## config.mk

```make
export PLATFORM = sky130hd
export DESIGN_NAME = output_deskewer
export DESIGN_NICKNAME = d
export VERILOG_FILES = /design/src/rtl/systolic_pkg.sv /design/src/rtl/deskew_delay_line.sv /design/src/rtl/output_deskewer.sv
export SDC_FILE = /design/constraint.sdc
export NUM_CORES = 1
export LEC_CHECK = 0
export ABC_AREA = 0
export BUFFER_PORTS_ARGS = -buffer_cell sky130_fd_sc_hd__buf_2
export CORE_AREA = 2 2 132 109
export DETAILED_ROUTE_END_ITERATION = 7
export DIE_AREA = 0 0 134 111
export HOLD_SLACK_MARGIN = 0.06
export MAX_ROUTING_LAYER = met4
export PLACE_DENSITY = 0.78
export SLEW_MARGIN = 15
export SYNTH_ARGS = -nofsm -noshare
export SYNTH_HDL_FRONTEND = slang
export SYNTH_HIERARCHICAL = 1
export SYNTH_SLANG_ARGS = --single-unit
```

## constraint.sdc

```tcl
create_clock -name clk -period 5.6 [get_ports clk]
set_input_delay 1.12 -clock clk [delete_from_list [all_inputs] [get_ports clk]]
set_output_delay 1.12 -clock clk [all_outputs]
set_load 0.01 [all_outputs]
```

## src/rtl/systolic_pkg.sv

```systemverilog
// Shared types and sizing helpers for the systolic array output path.
package systolic_pkg;

    // Default array geometry used when a block is not overridden.
    localparam int MATRIX_SIZE_DEF = 2;
    localparam int DATA_SIZE_DEF   = 32;

    // Width of a counter that must represent 0..n inclusive.
    function automatic int cnt_width(input int n);
        return $clog2(n + 1);
    endfunction

    localparam int CNT_W = cnt_width(MATRIX_SIZE_DEF);

    // Write-side state of the deskewer row FIFO.
    typedef enum logic [1:0] {
        IDLE    = 2'd0,
        COLLECT = 2'd1,
        DRAIN   = 2'd2
    } deskew_state_e;

    // One aligned result row.
    typedef logic [DATA_SIZE_DEF-1:0] row_t [MATRIX_SIZE_DEF];

endpackage

```

## src/rtl/deskew_delay_line.sv

```systemverilog
// Fixed-length register delay line; DEPTH=0 degenerates to a plain wire.
module deskew_delay_line #(
    parameter int DEPTH = 1,
    parameter int WIDTH = 32
) (
    input  logic             clk,
    input  logic             reset,
    input  logic [WIDTH-1:0] d_i,
    output logic [WIDTH-1:0] q_o
);

    generate
        if (DEPTH == 0) begin : g_wire
            logic unused_ok;
            assign unused_ok = clk ^ reset;
            assign q_o = d_i;
        end else begin : g_reg
            logic [WIDTH-1:0] stage_q [DEPTH];

            // Shift the input through DEPTH stages, clearing in-flight data on reset.
            always_ff @(posedge clk or posedge reset) begin
                if (reset) begin
                    for (int i = 0; i < DEPTH; i++) begin
                        stage_q[i] <= '0;
                    end
                end else begin
                    stage_q[0] <= d_i;
                    for (int i = 1; i < DEPTH; i++) begin
                        stage_q[i] <= stage_q[i-1];
                    end
                end
            end

            assign q_o = stage_q[DEPTH-1];
        end
    endgenerate

endmodule

```

## src/rtl/output_deskewer.sv

```systemverilog
// Realigns skewed systolic-array column outputs into whole rows, buffers one
// frame of rows in a FIFO and hands them on over valid/ready.
// Optional feature: define OUTPUT_DESKEWER_RELU_EN to clamp negative elements
// to zero on the FIFO write path.
module output_deskewer
    import systolic_pkg::*;
#(
    parameter int MATRIX_SIZE = MATRIX_SIZE_DEF,
    parameter int DATA_SIZE   = DATA_SIZE_DEF
) (
    input  logic                 clk,
    input  logic                 reset,
    input  logic [DATA_SIZE-1:0] result_in [MATRIX_SIZE],
    input  logic                 result_valid,
    output logic [DATA_SIZE-1:0] row_out [MATRIX_SIZE],
    output logic                 row_valid,
    input  logic                 row_ready,
    output logic                 frame_done,
    output logic                 overflow
);

    localparam int CW = cnt_width(MATRIX_SIZE);
    localparam int PW = (MATRIX_SIZE > 1) ? $clog2(MATRIX_SIZE) : 1;
    localparam logic [CW-1:0] LAST_CNT = CW'(MATRIX_SIZE - 1);
    localparam logic [PW-1:0] LAST_PTR = PW'(MATRIX_SIZE - 1);

    // Element transform applied as a row enters the FIFO.
    function automatic logic [DATA_SIZE-1:0] store_elem(input logic signed [DATA_SIZE-1:0] x);
`ifdef OUTPUT_DESKEWER_RELU_EN
        return (x < 0) ? '0 : x;
`else
        return x;
`endif
    endfunction

    // Pointer increment wrapping modulo MATRIX_SIZE.
    function automatic logic [PW-1:0] next_ptr(input logic [PW-1:0] p);
        return (p == LAST_PTR) ? '0 : p + 1'b1;
    endfunction

    logic [DATA_SIZE-1:0] aligned [MATRIX_SIZE];
    logic                 aligned_vld;

    // Column j waits N-1-j cycles so every column lines up with column N-1.
    generate
        for (genvar j = 0; j < MATRIX_SIZE; j++) begin : g_col
            deskew_delay_line #(
                .DEPTH(MATRIX_SIZE - 1 - j),
                .WIDTH(DATA_SIZE)
            ) u_col (
                .clk  (clk),
                .reset(reset),
                .d_i  (result_in[j]),
                .q_o  (aligned[j])
            );
        end
    endgenerate

    deskew_delay_line #(
        .DEPTH(MATRIX_SIZE - 1),
        .WIDTH(1)
    ) u_vld (
        .clk  (clk),
        .reset(reset),
        .d_i  (result_valid),
        .q_o  (aligned_vld)
    );

    deskew_state_e        state_q, state_d;
    logic [PW-1:0]        wr_ptr_q, rd_ptr_q;
    logic [CW-1:0]        count_q, count_d;
    logic [CW-1:0]        wcnt_q, wcnt_d;
    logic [CW-1:0]        pcnt_q, pcnt_d;
    logic                 overflow_q, overflow_d;
    logic                 wr_en;
    logic                 pop;
    logic [DATA_SIZE-1:0] mem_q [MATRIX_SIZE][MATRIX_SIZE];

    assign row_valid = (count_q != '0);
    assign pop       = row_valid && row_ready;
    assign overflow  = overflow_q;

    // Head-of-FIFO row is presented straight from storage.
    always_comb begin
        for (int j = 0; j < MATRIX_SIZE; j++) begin
            row_out[j] = mem_q[rd_ptr_q][j];
        end
    end

    // Write-side FSM, frame counters and FIFO occupancy next-state.
    always_comb begin
        state_d    = state_q;
        wcnt_d     = wcnt_q;
        pcnt_d     = pcnt_q;
        overflow_d = overflow_q;
        wr_en      = 1'b0;
        frame_done = 1'b0;

        if (pop) begin
            pcnt_d = pcnt_q + 1'b1;
        end

        case (state_q)
            IDLE: begin
                if (aligned_vld) begin
                    wr_en   = 1'b1;
                    wcnt_d  = CW'(1);
                    state_d = (MATRIX_SIZE == 1) ? DRAIN : COLLECT;
                end
            end
            COLLECT: begin
                if (aligned_vld) begin
                    wr_en  = 1'b1;
                    wcnt_d = wcnt_q + 1'b1;
                    if (wcnt_q == LAST_CNT) begin
                        state_d = DRAIN;
                    end
                end
            end
            DRAIN: begin
                // The frame is complete; any further row has nowhere to go.
                if (aligned_vld) begin
                    overflow_d = 1'b1;
                end
                if (pop && (pcnt_q == LAST_CNT)) begin
                    frame_done = 1'b1;
                    state_d    = IDLE;
                    wcnt_d     = '0;
                    pcnt_d     = '0;
                end
            end
            default: begin
                state_d = IDLE;
            end
        endcase

        case ({wr_en, pop})
            2'b10:   count_d = count_q + 1'b1;
            2'b01:   count_d = count_q - 1'b1;
            default: count_d = count_q;
        endcase
    end

    // Control state registers.
    always_ff @(posedge clk or posedge reset) begin
        if (reset) begin
            state_q    <= IDLE;
            wr_ptr_q   <= '0;
            rd_ptr_q   <= '0;
            count_q    <= '0;
            wcnt_q     <= '0;
            pcnt_q     <= '0;
            overflow_q <= 1'b0;
        end else begin
            state_q    <= state_d;
            count_q    <= count_d;
            wcnt_q     <= wcnt_d;
            pcnt_q     <= pcnt_d;
            overflow_q <= overflow_d;
            if (wr_en) begin
                wr_ptr_q <= next_ptr(wr_ptr_q);
            end
            if (pop) begin
                rd_ptr_q <= next_ptr(rd_ptr_q);
            end
        end
    end

    // Row storage; cleared on reset so row_out reads zero until the first write.
    always_ff @(posedge clk or posedge reset) begin
        if (reset) begin
            for (int r = 0; r < MATRIX_SIZE; r++) begin
                for (int j = 0; j < MATRIX_SIZE; j++) begin
                    mem_q[r][j] <= '0;
                end
            end
        end else if (wr_en) begin
            for (int j = 0; j < MATRIX_SIZE; j++) begin
                mem_q[wr_ptr_q][j] <= store_elem(aligned[j]);
            end
        end
    end

endmodule
```

==> Yosys cells after proc, flatten, opt, wreduce, memory -nomap -nowiden <==
Cells that the tools add are included.
{ "classes": {"bitwise_logic": 2, "n_lt_le_gt_ge": 3, "div_mod_pow": 0, "n_eq_ne": 10, "addsub": 6, "n_mux": 26, "shift": 0, "n_mul": 0, "reduce_logical": 11} }
{ "op_table": {"columns": ["cell", "n"], "rows": [
  ["$bwmux W128", 2],
  ["$mux W64", 4],
  ["$demux W64 S1", 2],
  ["$mux W32", 1],
  ["$mux W2", 8],
  ["$pmux W2 S3", 2],
  ["$eq A2 B1 Y1 const B", 4],
  ["$reduce_and A4 Y1", 2],
  ["$add A2 B1 Y2 const B", 3],
  ["$mux W1", 6],
  ["$eq A2 B2 Y1 const B", 2],
  ["$ge A2 B2 Y1 const B", 2],
  ["$ne A2 B1 Y1 const B", 2],
  ["$ne A2 B2 Y1 const B", 2],
  ["$not A1 Y2", 2],
  ["$pmux W2 S2", 1],
  ["$reduce_bool A2 Y1", 2],
  ["$logic_and A1 B1 Y1", 3],
  ["$reduce_bool A3 Y1", 1],
  ["$add A1 B1 Y1 const B", 2],
  ["$logic_not A2 Y1", 1],
  ["$lt A2 B1 Y1 const B", 1],
  ["$reduce_and A2 Y1", 1],
  ["$reduce_or A2 Y1", 1],
  ["$sub A2 B1 Y2 const B", 1]
]} }
{ "word_totals": {"reg_bits": 172, "rom_bits": 0, "in_bits": 68, "ramBits": 0, "latchBits": 0, "n_memories": 0} }

==> Logic depth before layout (Yosys ltp) <==
{ "depth": {"word_depth": 7, "depth_mapped": 7, "depth_no_buf": 7} }

==> Cells and area by module <==
The synthesis kept the hierarchy.
{ "by_module_without_submodules": {"columns": ["module", "cells_per_inst", "seq_area_each_um2", "area_per_inst_um2", "n_inst"], "rows": [
  ["output_deskewer", 410, 3478.3, 6221.0, 1],
  ["deskew_delay_line (g_col[0].u_col)", 33, 800.8, 804.5, 1],
  ["deskew_delay_line (g_col[1].u_col)", 32, 0.0, 240.2, 1],
  ["deskew_delay_line (u_vld)", 2, 25.0, 28.8, 1]
]} }

==> Least setup slack after synthesis <==
Ideal clock, no wire load.
{ "synth_path": {"path_kind": "in2out", "start": "input row_ready", "end": "output frame_done", "required_time_ns": 4.480, "cell_stages": 2, "path_buffers": 0, "setup_slack_ns": 3.104, "arrival_ns": 1.376, "cell_sequence": "o2111ai_1 inv_1"} }
{ "synth_via": {"elab_chain_cells": 4} }
{ "synth_rtl": {"columns": ["item", "line_no", "rtl"], "rows": [
  ["start: declaration", "output_deskewer.sv:17", "input logic row_ready,"],
  ["$logic_and A1 B1 Y1", "output_deskewer.sv:80", "assign pop = row_valid && row_ready;"],
  ["$logic_and A1 B1 Y1", "output_deskewer.sv:125", "if (pop && (pcnt_q == LAST_CNT)) begin"],
  ["$mux W1", "output_deskewer.sv:125", null],
  ["$mux W1", "output_deskewer.sv:103", "case (state_q)"],
  ["end: declaration", "output_deskewer.sv:18", "output logic frame_done,"]
]} }
No other way between the ends.

==> impl_metrics.json <==
{
  "status": "finished, final reports clean",
  "min_path_type": "flop to flop",
  "grt_usage_pct": 20.2,
  "ios": 135,
  "postCtsHoldBufs": 0,
  "place_inst": 746,
  "p_leak_nw": 3.83,
  "drv_slew": 0,
  "die_h_um": 111,
  "grt_overflow_total": 0,
  "maxCapViolCount": 0,
  "fin_crit_ns": 3.63,
  "ir_drop_uv": 376,
  "ant_nets": 0,
  "clkTransAtPathRegs_ns": 0.06,
  "grt_pass1_vias": 4552,
  "gp_congestion": 0.818,
  "synth_cells": 477,
  "fp.dieArea_mm2": 0.0149,
  "via_per_inst": 5.21,
  "cts-root-buf": "clkbuf_16",
  "cts.path.max_buffers": 2,
  "fin_util_pct": 61.5,
  "post_cts_buffers": 0,
  "antenna_found_initial": 1,
  "initial_core_util_pct": 53.2,
  "fin_crit_sh_pct": 64.8,
  "cp-start-kind": "flop",
  "tightest_slew_ns": 1.11,
  "rows": 39,
  "grt_pass1_wl_um": 22400,
  "cellPowerDensity_mw_per_mm2": 630,
  "p_total_mw": 5.32,
  "ys_seq_elements": 172,
  "worstPathMaxFanout": 46,
  "finalNetCount": 657,
  "hold_violations": 0,
  "dpl.hpwl_um": 8820,
  "setup_tns_ns": 0,
  "synth_edf_count": 0,
  "cp-end-kind": "output pin",
  "fin_skew_ns": 0.00663,
  "syn_avg_cell_area_um2": 15.3,
  "synth_area_mm2": 0.00729,
  "synth_cell_types": 35,
  "area_growth_pct": 15.6,
  "core_area_mm2": 0.0137,
  "cts_tree": "built",
  "ys_seq_area_share_pct": 59.0,
  "rsz0062_at_grt": "no",
  "drc_errors": 0,
  "drt_iter0_markers": 138,
  "grt_max_degree": 79,
  "async_flop_share_pct": 100,
  "fin_area_mm2": 0.00843,
  "arrival_ns": 2.51,
  "ys_warn_count": 6,
  "cts_buffers": 17,
  "relSlewSlack_pct": 26.0,
  "port_buffers": 134,
  "synth.net_count": 552,
  "drive_gt1_share_pct": 61.0,
  "setup_viol": 0,
  "vias": 4065,
  "finalNonFillerCells": 780,
  "htree_num_levels": 4,
  "clk_latency_ns": 0.42,
  "post_dp_cell_area_mm2": 0.00786,
  "routedWlPerCell_um": 17.6,
  "max_clock_freq_mhz": 276,
  "worstPathRequired_ns": 4.48,
  "finalWirelength_um": 13700,
  "cts.repair.resized": 0,
  "fp.dieW_um": 134,
  "drt_pass1_iterations": 4,
  "cts_num_sinks": 172,
  "crit_type": "flop to output pin",
  "synthFlopType": "dfrtp_1"
}
[layer usage]
layer	GRT usage (%)	vias up	part of all wire [%]
met3	6.45	14	6.3
met1	25.0	2086	45
met2	31.9	109	48
met4	6.17	0	1.0
li1	-	1856	-
met5	-	-	0
[stage by stage]
| stage | hold WS (ns) | setup slack (ns) |
|---|---|---|
| 2_1_floorplan | 0.452 | 0.755 |
| 3_3_place_gp | 0.436 | 2.40 |
| 3_5_place_dp | 0.445 | 2.38 |
| 4_1_cts | 0.461 | 1.91 |
| 5_1_grt | 0.480 | 1.80 |
| 6_report | 0.451 | 1.97 |
[layout by cell type, fill, tap and decap left out, types with 2 or more instances in the layout]
| cell | count |
|---|---|
| clkbuf_16 | 17 |
| or2_2 | 2 |
| mux2_2 | 188 |
| dfrtp_1 | 171 |
| ha_1 | 7 |
| mux2_1 | 5 |
| buf_4 | 4 |
| o21ai_0 | 5 |
| a211oi_1 | 3 |
| inv_1 | 11 |
| xnor2_1 | 4 |
| nor2b_1 | 2 |
| a21o_1 | 2 |
| o211ai_1 | 2 |
| clkbuf_8 | 2 |
| clkinv_2 | 4 |
| clkinvlp_4 | 2 |
| clkbuf_1 | 6 |
| buf_2 | 134 |
[power breakdown]
part	leakage, nW	internal (mW)	switching [mW]	total [mW]
registers	2.02	1.78	0.347	2.12
clock network	0.261	0.632	0.448	1.08
logic	1.54	1.22	0.896	2.11
[logic make-up (layout without fill, tap and decap cells)]
family / Yosys count / in the layout / synth area share (%)
multiplexers: 194 / 194 / 29.9
AND/OR/NAND/NOR: 11 / 11 / 1.18
AO/OA/AOI/OAI: 23 / 23 / 2.38
flip-flops: 172 / 172 / 59.0
buffers and inverters: 65 / 183 / 5.69
XOR/XNOR: 5 / 5 / 0.600
adder cells (fa/ha/maj): 7 / 7 / 1.20
other: 0 / 1 / 0
[critical path: stages, from the launching register on]
cell,delay [ns]
dfrtp_2,1.10
buf_4,0.44
mux2_2,0.38
buf_2,0.14
[registers in the layout, summed over array words and instances (netlist names)]
signal	count
count_q	2
g_col.u_col/q_o	32
overflow	1
rd_ptr_q	1
wcnt_q	2
pcnt_q	2
u_vld/q_o	1
state_q	2
wr_ptr_q	1
mem_q	128
[synth_stat cells, types with 2 or more instances]
cell | number | area, um2
mux2_2 | 188 | 2120
dfrtp_1 | 172 | 4300
buf_4 | 44 | 330
inv_1 | 12 | 45.0
ha_1 | 7 | 87.6
buf_2 | 5 | 25.0
mux2_1 | 5 | 56.3
o21ai_0 | 5 | 25.0
clkbuf_1 | 4 | 15.0
xnor2_1 | 4 | 35.0
a211oi_1 | 3 | 22.5
a21o_1 | 2 | 15.0
nor2b_1 | 2 | 12.5
o211ai_1 | 2 | 15.0
or2_2 | 2 | 12.5
[area by class of cell]
type	count	area [um2]
flip-flops and latches	172	4310
diodes	1	2.50
inverters	12	50.0
multi-input cells	240	2570
clock buffers	25	475
repair buffers	139	728
clock inverters	7	65.1
fillers	1040	5280
well taps	184	230
[path summary, 6_finish.rpt]
| check | from | endpoint | slack (ns) | depth (start not counted) |
|---|---|---|---|---|
| min in group asynchronous | reset | u_vld/q_o | 0.58 | 2 |
| worst max-delay path | rd_ptr_q | row_out[18] | 1.97 | 3 |
| max in group asynchronous | reset | rd_ptr_q | 3.51 | 3 |
| worst max register to register | state_q[1] | mem_q[122] | 3.00 | 6 |
| worst min register to register | overflow | overflow | 0.45 | 1 |
| worst min-delay path | overflow | overflow | 0.45 | 1 |
(Power assumes the default switching activity.)
